$ cat config.mk
export PLATFORM = sky130hd
export DESIGN_NAME = atm_bank_ledger
export DESIGN_NICKNAME = d
export VERILOG_FILES = /design/src/rtl/atm_bank_ledger_pkg.sv /design/src/rtl/atm_fail_tracker.sv /design/src/rtl/atm_bank_ledger.sv
export SDC_FILE = /design/constraint.sdc
export NUM_CORES = 1
export LEC_CHECK = 0
export BUFFER_PORTS_ARGS = -buffer_cell sky130_fd_sc_hd__buf_2
export CAP_MARGIN = 20
export CORE_MARGIN = 2
export CORE_UTILIZATION = 55
export CTS_BUF_LIST = sky130_fd_sc_hd__clkbuf_4
export DETAILED_ROUTE_END_ITERATION = 16
export PLACE_DENSITY = 0.75
export SLEW_MARGIN = 20
export SYNTH_ARGS = -nofsm -noshare
export SYNTH_HDL_FRONTEND = slang
export SYNTH_SLANG_ARGS = --single-unit
$ cat constraint.sdc
create_clock -name clk -period 5.6 [get_ports clk]
set_clock_uncertainty 0.05 [all_clocks]
set_input_delay 0.28 -clock clk [delete_from_list [all_inputs] [get_ports clk]]
set_output_delay 0.28 -clock clk [all_outputs]
set_load 0.005 [all_outputs]
$ cat src/rtl/atm_bank_ledger_pkg.sv
// Shared definitions for the ATM bank ledger: op codes, status codes, FSM states.
// Latency: n/a (types and constants only).
// Backpressure: n/a.
package atm_bank_ledger_pkg;

  localparam int ACC_W = 4;
  localparam int PIN_W = 16;
  localparam int AMT_W = 16;
  localparam int BAL_W = 16;

  // BALANCE/WITHDRAW/DEPOSIT/CHANGE_PIN keep the controller's existing values
  typedef enum logic [2:0] {
    OP_AUTH       = 3'd0,
    OP_BALANCE    = 3'd1,
    OP_WITHDRAW   = 3'd2,
    OP_DEPOSIT    = 3'd3,
    OP_CHANGE_PIN = 3'd4
  } op_e;

  typedef enum logic [2:0] {
    STS_OK           = 3'd0,
    STS_BAD_ACC      = 3'd1,
    STS_BAD_PIN      = 3'd2,
    STS_LOCKED       = 3'd3,
    STS_INSUFFICIENT = 3'd4,
    STS_OVERFLOW     = 3'd5,
    STS_BAD_OP       = 3'd6
  } status_e;

  typedef enum logic [1:0] {
    S_IDLE  = 2'd0,
    S_CHECK = 2'd1,
    S_EXEC  = 2'd2,
    S_RESP  = 2'd3
  } state_e;

  // Request fields captured at acceptance; later input changes are ignored
  typedef struct packed {
    logic [2:0]       op;
    logic [ACC_W-1:0] acc;
    logic [PIN_W-1:0] pin;
    logic [PIN_W-1:0] new_pin;
    logic [AMT_W-1:0] amount;
  } req_t;

endpackage

$ cat src/rtl/atm_fail_tracker.sv
// Per-account consecutive wrong-PIN counters and sticky lock bits.
// Latency: locked is combinational from idx; fail/pass pulses update on the next edge.
// Backpressure: none; the owner pulses fail/pass at most once per transaction.
module atm_fail_tracker
  import atm_bank_ledger_pkg::*;
#(
  parameter int NUM_ACCOUNTS = 10,
  parameter int MAX_FAIL     = 3
) (
  input  logic             clk,
  input  logic             rst,
  input  logic [ACC_W-1:0] idx,
  input  logic             fail,
  input  logic             pass,
  output logic             locked
);

  logic [1:0] cnt_q  [NUM_ACCOUNTS];
  logic [1:0] cnt_d  [NUM_ACCOUNTS];
  logic       lock_q [NUM_ACCOUNTS];
  logic       lock_d [NUM_ACCOUNTS];
  logic       idx_ok;
  logic [1:0] cnt_inc;

  assign idx_ok  = ({{(32-ACC_W){1'b0}}, idx} < NUM_ACCOUNTS);
  assign locked  = idx_ok ? lock_q[idx] : 1'b0;
  assign cnt_inc = idx_ok ? (cnt_q[idx] + 2'd1) : 2'd0;

  // Next counter/lock state: a failure that reaches MAX_FAIL locks in the same update
  always_comb begin
    cnt_d  = cnt_q;
    lock_d = lock_q;
    if (idx_ok) begin
      if (fail) begin
        cnt_d[idx] = cnt_inc;
        if (cnt_inc == 2'(MAX_FAIL)) begin
          lock_d[idx] = 1'b1;
        end
      end else if (pass) begin
        cnt_d[idx] = 2'd0;
      end
    end
  end

  // Counter and lock registers; locks are only cleared by reset
  always_ff @(posedge clk) begin
    if (rst) begin
      for (int i = 0; i < NUM_ACCOUNTS; i++) begin
        cnt_q[i]  <= 2'd0;
        lock_q[i] <= 1'b0;
      end
    end else begin
      cnt_q  <= cnt_d;
      lock_q <= lock_d;
    end
  end

endmodule

$ cat src/rtl/atm_bank_ledger.sv
// Bank ledger: authenticates and executes one ATM request at a time against the account database.
// Latency: request accepted at edge k gives rsp_valid after edge k+3; one transaction per 5 cycles.
// Backpressure: response held stable while rsp_ready=0; req_ready only high in IDLE.
module atm_bank_ledger
  import atm_bank_ledger_pkg::*;
#(
  parameter int NUM_ACCOUNTS = 10,
  parameter int INIT_BALANCE = 500,
  parameter int PIN_BASE     = 1000,
  parameter int MAX_FAIL     = 3
) (
  input  logic             clk,
  input  logic             rst,
  input  logic             req_valid,
  output logic             req_ready,
  input  logic [2:0]       req_op,
  input  logic [ACC_W-1:0] req_acc,
  input  logic [PIN_W-1:0] req_pin,
  input  logic [PIN_W-1:0] req_new_pin,
  input  logic [AMT_W-1:0] req_amount,
  output logic             rsp_valid,
  input  logic             rsp_ready,
  output logic [2:0]       rsp_status,
  output logic [BAL_W-1:0] rsp_balance
);

  state_e           state_q, state_d;
  req_t             req_q, req_d;
  status_e          auth_q, auth_d;
  logic             rsp_valid_q, rsp_valid_d;
  logic [2:0]       rsp_status_q, rsp_status_d;
  logic [BAL_W-1:0] rsp_balance_q, rsp_balance_d;
  logic [BAL_W-1:0] bal_q [NUM_ACCOUNTS];
  logic [BAL_W-1:0] bal_d [NUM_ACCOUNTS];
  logic [PIN_W-1:0] pin_q [NUM_ACCOUNTS];
  logic [PIN_W-1:0] pin_d [NUM_ACCOUNTS];

  logic             acc_ok;
  logic [ACC_W-1:0] idx;
  logic [BAL_W-1:0] cur_bal;
  logic             pin_ok;
  logic             locked;
  logic             fail_pulse;
  logic             pass_pulse;
  logic [BAL_W:0]   sum17;

  // Out-of-range accounts are steered to entry 0 so array reads stay in bounds
  assign acc_ok  = ({{(32-ACC_W){1'b0}}, req_q.acc} < NUM_ACCOUNTS);
  assign idx     = acc_ok ? req_q.acc : '0;
  assign cur_bal = bal_q[idx];
  assign pin_ok  = (req_q.pin == pin_q[idx]);
  assign sum17   = {1'b0, cur_bal} + {1'b0, req_q.amount};

  // Fail/pass only count for a valid, unlocked account during authentication
  assign fail_pulse = (state_q == S_CHECK) && acc_ok && !locked && !pin_ok;
  assign pass_pulse = (state_q == S_CHECK) && acc_ok && !locked &&  pin_ok;

  atm_fail_tracker #(
    .NUM_ACCOUNTS (NUM_ACCOUNTS),
    .MAX_FAIL     (MAX_FAIL)
  ) u_fail_tracker (
    .clk    (clk),
    .rst    (rst),
    .idx    (req_q.acc),
    .fail   (fail_pulse),
    .pass   (pass_pulse),
    .locked (locked)
  );

  // Outputs are forced quiet in any cycle where reset is asserted
  assign req_ready   = (state_q == S_IDLE) && !rst;
  assign rsp_valid   = rsp_valid_q && !rst;
  assign rsp_status  = rst ? 3'd0 : rsp_status_q;
  assign rsp_balance = rst ? '0 : rsp_balance_q;

  // Next-state: capture, authenticate, commit, then present the response
  always_comb begin
    state_d       = state_q;
    req_d         = req_q;
    auth_d        = auth_q;
    rsp_valid_d   = rsp_valid_q;
    rsp_status_d  = rsp_status_q;
    rsp_balance_d = rsp_balance_q;
    bal_d         = bal_q;
    pin_d         = pin_q;
    case (state_q)
      S_IDLE: begin
        if (req_valid) begin
          req_d.op      = req_op;
          req_d.acc     = req_acc;
          req_d.pin     = req_pin;
          req_d.new_pin = req_new_pin;
          req_d.amount  = req_amount;
          state_d       = S_CHECK;
        end
      end
      S_CHECK: begin
        if (!acc_ok)      auth_d = STS_BAD_ACC;
        else if (locked)  auth_d = STS_LOCKED;
        else if (!pin_ok) auth_d = STS_BAD_PIN;
        else              auth_d = STS_OK;
        state_d = S_EXEC;
      end
      S_EXEC: begin
        // Failed authentication reports balance 0 so nothing leaks
        if (auth_q != STS_OK) begin
          rsp_status_d  = auth_q;
          rsp_balance_d = '0;
        end else begin
          rsp_status_d  = STS_OK;
          rsp_balance_d = cur_bal;
          case (req_q.op)
            OP_AUTH, OP_BALANCE: ;
            OP_WITHDRAW: begin
              if (req_q.amount > cur_bal) begin
                rsp_status_d = STS_INSUFFICIENT;
              end else begin
                bal_d[idx]    = cur_bal - req_q.amount;
                rsp_balance_d = cur_bal - req_q.amount;
              end
            end
            OP_DEPOSIT: begin
              if (sum17[BAL_W]) begin
                rsp_status_d = STS_OVERFLOW;
              end else begin
                bal_d[idx]    = sum17[BAL_W-1:0];
                rsp_balance_d = sum17[BAL_W-1:0];
              end
            end
            OP_CHANGE_PIN: pin_d[idx] = req_q.new_pin;
            default:       rsp_status_d = STS_BAD_OP;
          endcase
        end
        state_d = S_RESP;
      end
      S_RESP: begin
        // rsp_valid rises one cycle after entering RESP
        if (!rsp_valid_q) begin
          rsp_valid_d = 1'b1;
        end else if (rsp_ready) begin
          rsp_valid_d = 1'b0;
          state_d     = S_IDLE;
        end
      end
      default: state_d = S_IDLE;
    endcase
  end

  // State registers; reset restores the account database and abandons any transaction
  always_ff @(posedge clk) begin
    if (rst) begin
      state_q       <= S_IDLE;
      req_q         <= '0;
      auth_q        <= STS_OK;
      rsp_valid_q   <= 1'b0;
      rsp_status_q  <= 3'd0;
      rsp_balance_q <= '0;
      for (int i = 0; i < NUM_ACCOUNTS; i++) begin
        bal_q[i] <= BAL_W'(INIT_BALANCE);
        pin_q[i] <= PIN_W'(PIN_BASE + i);
      end
    end else begin
      state_q       <= state_d;
      req_q         <= req_d;
      auth_q        <= auth_d;
      rsp_valid_q   <= rsp_valid_d;
      rsp_status_q  <= rsp_status_d;
      rsp_balance_q <= rsp_balance_d;
      bal_q         <= bal_d;
      pin_q         <= pin_d;
    end
  end

endmodule
==> results of run 1 <==
[area by class of cell]
type | count | area share (%)
flip-flops and latches | 429 | 35.2
multi-input cells | 1887 | 47.1
diodes | 1 | 0.0102
repair buffers | 275 | 8.85
inverters | 54 | 0.829
well taps | 511 | 2.62
clock inverters | 23 | 0.522
clock buffers | 159 | 4.88
[kinds of logic after synthesis]
family | share of synthesized area [%]
flops | 40.5
fa+ha+maj | 2.43
buf+inv | 5.31
compound gates | 23.1
xor+xnor | 1.24
simple gates | 23.1
mux | 4.25
[critical path, stage by stage (launching register included)]
cell       delay [ns]
dfxtp_1          0.54
nand3b_2         0.49
buf_4            0.30
nor2_1           0.06
o31ai_1          0.33
o2111ai_1        0.27
inv_1            0.21
ha_1             0.27
buf_4            0.15
or3_1            0.37
o221ai_1         0.32
nand3_1          0.19
a41oi_2          0.36
a21oi_1          0.30
a32oi_1          0.55
nor2_1           0.08
a211o_1          0.28
[layer usage]
metal  wire [um]  vias up  GRT usage, %
met2       33400     1045          57.1
li1            -     9547             -
met3        6000      264          6.12
met4        3780        0          20.0
met1       27900     9715          42.2
met5           0        -             0
[worst paths after layout]
kind	start	end	slack [ns]
worst max-delay path	req_q[51]$_SDFFE_PP0P_	bal_q[117]$_SDFFE_PP1P_	0.34
worst min-delay path	req_pin[6]	req_q[38]$_SDFFE_PP0P_	0.17
worst max register to register	req_q[51]$_SDFFE_PP0P_	bal_q[117]$_SDFFE_PP1P_	0.34
worst min register to register	bal_q[138]$_SDFFE_PP0P_	bal_q[138]$_SDFFE_PP0P_	0.40
[power groups by stage]
stage	Sequential (mW)	Combinational, mW	Clock (mW)
after floorplan	3.31	2.38	0
after global placement	3.43	3.62	0
after detailed placement	3.44	3.65	0
after CTS	3.37	3.76	2.66
after global routing	3.39	4.11	2.82
final	3.38	3.87	2.64
[state kept, by name, indices dropped and copies added (netlist names)]
signal	flops
auth_q	2
rsp_valid_q	1
u_fail_tracker.cnt_q	20
rsp_balance_q	16
u_fail_tracker.lock_q	10
state_q	2
rsp_status_q	3
pin_q	160
req_q	55
bal_q	160
[timing repair]
action	in CTS	in global routing
endpoints found under the setup margin	0	97
hold buffers	95	0
hold endpoints to repair	71	0
gates resized for setup	0	4
setup buffers	0	0
[cell usage in the layout, fill, tap and decap left out, types with 13 or more instances in the layout]
cell / count
ha_1: 38
dfxtp_1: 427
and3_1: 14
o22a_1: 21
nor3_1: 21
nand2_1: 530
a21oi_1: 213
nor2b_1: 32
o41ai_2: 19
a211oi_1: 58
nand3b_1: 126
dlygate4sd3_1: 95
clkbuf_4: 159
buf_4: 97
clkinv_1: 13
a32oi_1: 16
buf_2: 78
o211ai_1: 15
a221o_1: 18
o221ai_1: 15
nand2b_1: 34
a221oi_1: 15
o21ai_0: 69
xnor2_1: 21
nand3_1: 20
o31ai_1: 29
o22ai_1: 39
nor2_1: 204
a211o_1: 56
a21o_1: 14
inv_1: 53
mux2i_1: 63
==> results.py, run 1 <==
metrics = {
    "final_layout": {
        "final.fill_count": 3201,
        "fraction_of_the_core_area_covered_by_cells_at_the_end_of_the_flow_pct": 64.8,
        "layout-drive-gt1-share_pct": 15.1,
        "syn2layout_area_growth_pct": 15.4,
        "final_area_um2": 24400,
        "final_cells": 3339,
        "finalNetCount": 2854,
        "multi_input_comb_area_um2": 11500,
        "seqCellArea_um2": 8590,
    },
    "worst_setup_path": {
        "worst-path-max-fanout": 17,
        "reg2reg_depth": 16,
        "critical_path_arrival_ns": 5.93,
        "start_kind": "register",
        "critPathRequiredTime_ns": 6.28,
        "worstSetupEndpointType": "register",
        "worst-setup-path-type": "register to register",
    },
    "detailed_routing": {
        "route.vias.total": 20600,
        "drc_errors": 0,
        "drt-total-wl_mm": 71.1,
        "wire_per_inst_um": 21.3,
        "antenna_left": 0,
        "drt_first_iter_violations": 2380,
        "dr.pass1.iters": 6,
        "drt-vias-per-instance": 6.16,
    },
    "place": {
        "numPlacedInstances": 3061,
        "placement.cell_area_um2": 22200,
        "place.port_buffers": 79,
        "globalplace.congestion": 0.936,
        "hpwlAfterDp_mm": 45.9,
        "preCtsSetupSlack_ns": 0.216,
    },
    "power": {
        "share_comb_of_total_power_pct": 39.1,
        "pwr_density_cell_nw_per_um2": 404,
        "leakage_nw": 9.45,
        "cell_internal_pwr_mw": 5.86,
        "report.power.total_mw": 9.89,
        "clkPwrFrac_pct": 26.7,
        "power.switching_fraction_pct": 40.7,
        "power.net_switching_mw": 4.02,
        "seqPwrFrac_pct": 34.2,
        "irDropWorstVdd_uv": 248,
    },
    "global_route": {
        "antenna_violations_before_repair": 1,
        "groute.usage.overall_pct": 34.5,
        "gr-total-overflow": 0,
        "grt_first_pass_wirelength_mm": 111,
        "first_global_vias": 20200,
        "grt_max_degree": 208,
    },
    "hold_path": {
        "worst_hold_path_type": "primary input to register",
        "whs_path_depth": 4,
    },
    "yosys": {
        "synth_flop_cell": "dfxtp_1",
        "synth.net_count": 2680,
        "ys_types": 88,
        "netlist.top_cell.by_area": "dfxtp_1",
        "ys_top_cells_by_count": "nand2_1 (531), dfxtp_1 (429), a21oi_1 (214)",
        "ys_seq_area_share_pct": 40.5,
        "netlist_instances": 2581,
        "synth-seq-cells": 429,
        "synth-warning-count": 0,
        "mappedNetlistArea_um2": 21200,
        "postSynthAreaPerCell_um2": 8.21,
        "synth-async-reset-ratio_pct": 0,
        "synth-edff-count": 0,
        "yosysTopAreaCellShare_pct": 40.5,
        "yosys.cell_count.top_type": "nand2_1",
        "yosys-top-cells-area": "dfxtp_1 (41%), nand2_1 (9.4%), a21oi_1 (5.1%)",
    },
    "timing": {
        "maxClockFrequency_mhz": 190,
        "worst-slew-pin-transition_ns": 1.11,
        "setup_tns_ns": 0,
        "period_needed_ns": 5.26,
        "hold_slack_ns": 0.170,
        "fin_max_slew_vios": 0,
        "maxSlewHeadroom_pct": 26.0,
        "layout_worst_path_cycle_share_pct": 93.9,
        "hold_violations": 0,
        "timing.final.ws_setup_ns": 0.342,
        "rsz0062_at_grt": "no",
        "setup_violations": 0,
    },
    "die": {
        "design.portCount": 80,
        "floorplan.initialDensity_pct": 56.1,
        "number_of_cell_rows": 71,
        "placeable_core_region_um2": 37800,
        "die_w_um": 200,
        "dieArea_um2": 40100,
        "dieHeight_um": 200,
    },
    "clocking": {
        "worst_skew_pair.late_latency_ns": 0.86,
        "tritoncts_clock_tree": "done",
        "clk_sinks": 429,
        "clkSlewWorstSetupHoldPaths_ns": 0.07,
        "ctsLongestPathBuffers": 3,
        "htreeDepth": 3,
        "cts_buffers": 108,
        "cts_root_buf": "clkbuf_4",
    },
    "run_status": {
        "status": "finished, final reports clean",
    },
    "run": {
        "max_cap_violations": 0,
    },
}
No activity file was read; power rests on OpenSTA's default activity.
==> run 2, diff against run 1 <==
--- a/config.mk
+++ b/config.mk
@@ -7,7 +7,7 @@
 export LEC_CHECK = 0
 export BUFFER_PORTS_ARGS = -buffer_cell sky130_fd_sc_hd__buf_2
 export CAP_MARGIN = 20
-export CORE_MARGIN = 2
+export CORE_MARGIN = 10
 export CORE_UTILIZATION = 55
 export CTS_BUF_LIST = sky130_fd_sc_hd__clkbuf_4
 export DETAILED_ROUTE_END_ITERATION = 16
==> run 2 against run 1 <==
Hold slack improved by 0.0015 ns. Highest routed layer unchanged. Largest cell class unchanged. Non-clock buffer count is 19 lower. Combinational power hardly changed. Worst setup slack lost 0.14 ns. Routed wire length decreased by 0.53%. Sequential power about the same. Power up 0.96%. Clock power grew 3%. Critical path type unchanged. Final cell count is 0.30% lower. Core utilization shrank 0.60 points.
==> results.py, run 2 (synthesis results as in run 1) <==
metrics = {
    "run_status": {
        "status": "finished, final reports clean",
    },
    "final_layout": {
        "layout.cells.most_common": "nand2_1",
        "finalNetCount": 2837,
        "syn2layout_area_growth_pct": 14.6,
        "largest_registers": "bal_q x160, pin_q x160, req_q x55",
        "mostFrequentLayoutCells": "nand2_1 (530), dfxtp_1 (426), a21oi_1 (213)",
        "layout-drive-gt1-share_pct": 15.8,
        "final_area_um2": 24300,
        "final_cells": 3329,
    },
    "die": {
        "placeable_core_region_um2": 37800,
        "dieArea_um2": 46800,
        "design.portCount": 80,
        "die_w_um": 216,
        "dieHeight_um": 216,
        "floorplan.initialDensity_pct": 56.0,
        "number_of_cell_rows": 71,
    },
    "hold_path": {
        "worst_hold_path_type": "primary input to register",
    },
    "power": {
        "pwr_density_cell_nw_per_um2": 411,
        "leakage_nw": 9.35,
        "irDropWorstVdd_uv": 213,
    },
    "global_route": {
        "grt_first_pass_wirelength_mm": 110,
        "first_global_vias": 20100,
        "grt_max_degree": 182,
        "groute.usage.overall_pct": 29.0,
        "gr-total-overflow": 0,
        "antenna_violations_before_repair": 3,
    },
    "clocking": {
        "tritoncts_clock_tree": "done",
        "cts_root_buf": "clkbuf_4",
        "worst_skew_pair.late_latency_ns": 0.85,
        "clk_sinks": 429,
        "htreeDepth": 3,
        "clkSlewWorstSetupHoldPaths_ns": 0.06,
        "ctsLongestPathBuffers": 3,
        "cts_buffers": 110,
    },
    "timing": {
        "worst-slew-pin-transition_ns": 1.22,
        "layout_worst_path_cycle_share_pct": 96.4,
        "maxClockFrequency_mhz": 185,
        "period_needed_ns": 5.40,
        "hold_violations": 0,
        "setup_violations": 0,
        "rsz0062_at_grt": "no",
        "fin_max_slew_vios": 0,
        "maxSlewHeadroom_pct": 18.8,
    },
    "worst_setup_path": {
        "worstPathBufferInverterCount": 4,
        "worstSetupEndpointType": "register",
        "crit_family": "compound AO/OA/AOI/OAI gates",
        "critPathRequiredTime_ns": 6.25,
        "critical_path.slowest_cell": "dfxtp_1",
        "start_kind": "register",
        "worst-path-max-fanout": 16,
        "critical_path_arrival_ns": 6.05,
        "worst_path_largest_cell_delay_ns": 0.57,
        "path_cells": "and2_0 -> or2_2 -> o22ai_1 -> o31ai_1 -> o2111ai_1 -> inv_1 -> ha_1 -> inv_1 -> fa_1 -> o21ba_2 -> o221ai_1 -> nand3_1 -> a41oi_2 -> buf_4 -> a21oi_1 -> a32oi_1 -> buf_4 -> nor2_1 -> a211o_1",
        "worst-setup-path-type": "register to register",
    },
    "place": {
        "placement.cell_area_um2": 22200,
        "globalplace.congestion": 0.997,
        "place.port_buffers": 79,
        "hpwlAfterDp_mm": 46.7,
        "numPlacedInstances": 3076,
    },
    "detailed_routing": {
        "antenna_left": 0,
        "route.vias.total": 20700,
        "drt-total-wl_mm": 70.7,
        "wire_per_inst_um": 21.2,
        "dr.pass1.iters": 6,
        "drc_errors": 0,
        "drt-vias-per-instance": 6.21,
        "drt_first_iter_violations": 2480,
    },
    "run": {
        "max_cap_violations": 0,
    },
}
-- run 2: cell count changes in the layout (fill, tap and decap cells not counted), sizes merged --
cell         previous run  this run
dlygate4sd3            95        59
buf                   180       197
clkbuf                159       170
inv                    58        55
clkinv                 18        16
diode                   1         3
bufinv                  1         2
-- run 2: tightest hold or removal path, cell delays in order --
cell           delay [ns]
dlygate4sd3_1        0.53
buf_2                0.12
nand2_1              0.04
a21oi_1              0.05
-- run 2: power breakdown --
part           internal (mW)  total (mW)  switching (mW)
combinational           1.33        3.86            2.54
clock                   1.45        2.72            1.27
sequential              3.19        3.39           0.205
-- run 2: worst paths after layout --
kind | startpoint | end | slack [ns] | cells after the start
max | req_q[50]$_SDFFE_PP0P_ | bal_q[55]$_SDFFE_PP1P_ | 0.20 | 19
min | req_pin[3] | req_q[35]$_SDFFE_PP0P_ | 0.17 | 4
max reg2reg | req_q[50]$_SDFFE_PP0P_ | bal_q[55]$_SDFFE_PP1P_ | 0.20 | 19
min reg2reg | bal_q[138]$_SDFFE_PP0P_ | bal_q[138]$_SDFFE_PP0P_ | 0.40 | 2
-- run 2: per-layer routing --
metal / global-route usage (%) / share of wire [%] / vias up
met1: 34.3 / 39 / 9835
met2: 47.9 / 48 / 1071
met5: 0 / 0 / -
met3: 6.17 / 8.4 / 252
met4: 16.5 / 5.1 / 0
li1: - / - / 9512
-- run 2: cell type report --
cell class / count / area (um^2)
fillers: 3203 / 13600
multi-input cells: 1887 / 11500
flip-flops and latches: 429 / 8590
repair buffers: 256 / 1930
clock buffers: 170 / 1280
well taps: 511 / 639
inverters: 54 / 203
clock inverters: 19 / 128
diodes: 3 / 7.51
-- run 2: what timing repair did --
item / in CTS / in global routing
endpoints found under the hold margin: 66 / 0
pin swaps: 0 / 1
endpoints found under the setup margin: 15 / 150
hold buffers: 59 / 0
gates resized for setup: 1 / 3
setup buffers: 0 / 1
-- run 2: stage by stage --
| stage | hold WS (ns) | util (%) | TNS, ns | worst slack [ns] | power (mW) |
|---|---|---|---|---|---|
| floorplan | 0.366 | - | 0 | 0.797 | 5.70 |
| global placement | 0.386 | 58.8 | -0.0125 | -0.0125 | 7.11 |
| detailed placement | 0.393 | 58.8 | -0.0863 | -0.0241 | 7.14 |
| CTS | 0.125 | 64.1 | 0 | 0.0732 | 9.89 |
| global route | 0.169 | 64.2 | 0 | 0.0872 | 10.4 |
| finish | 0.171 | 64.2 | 0 | 0.202 | 9.98 |
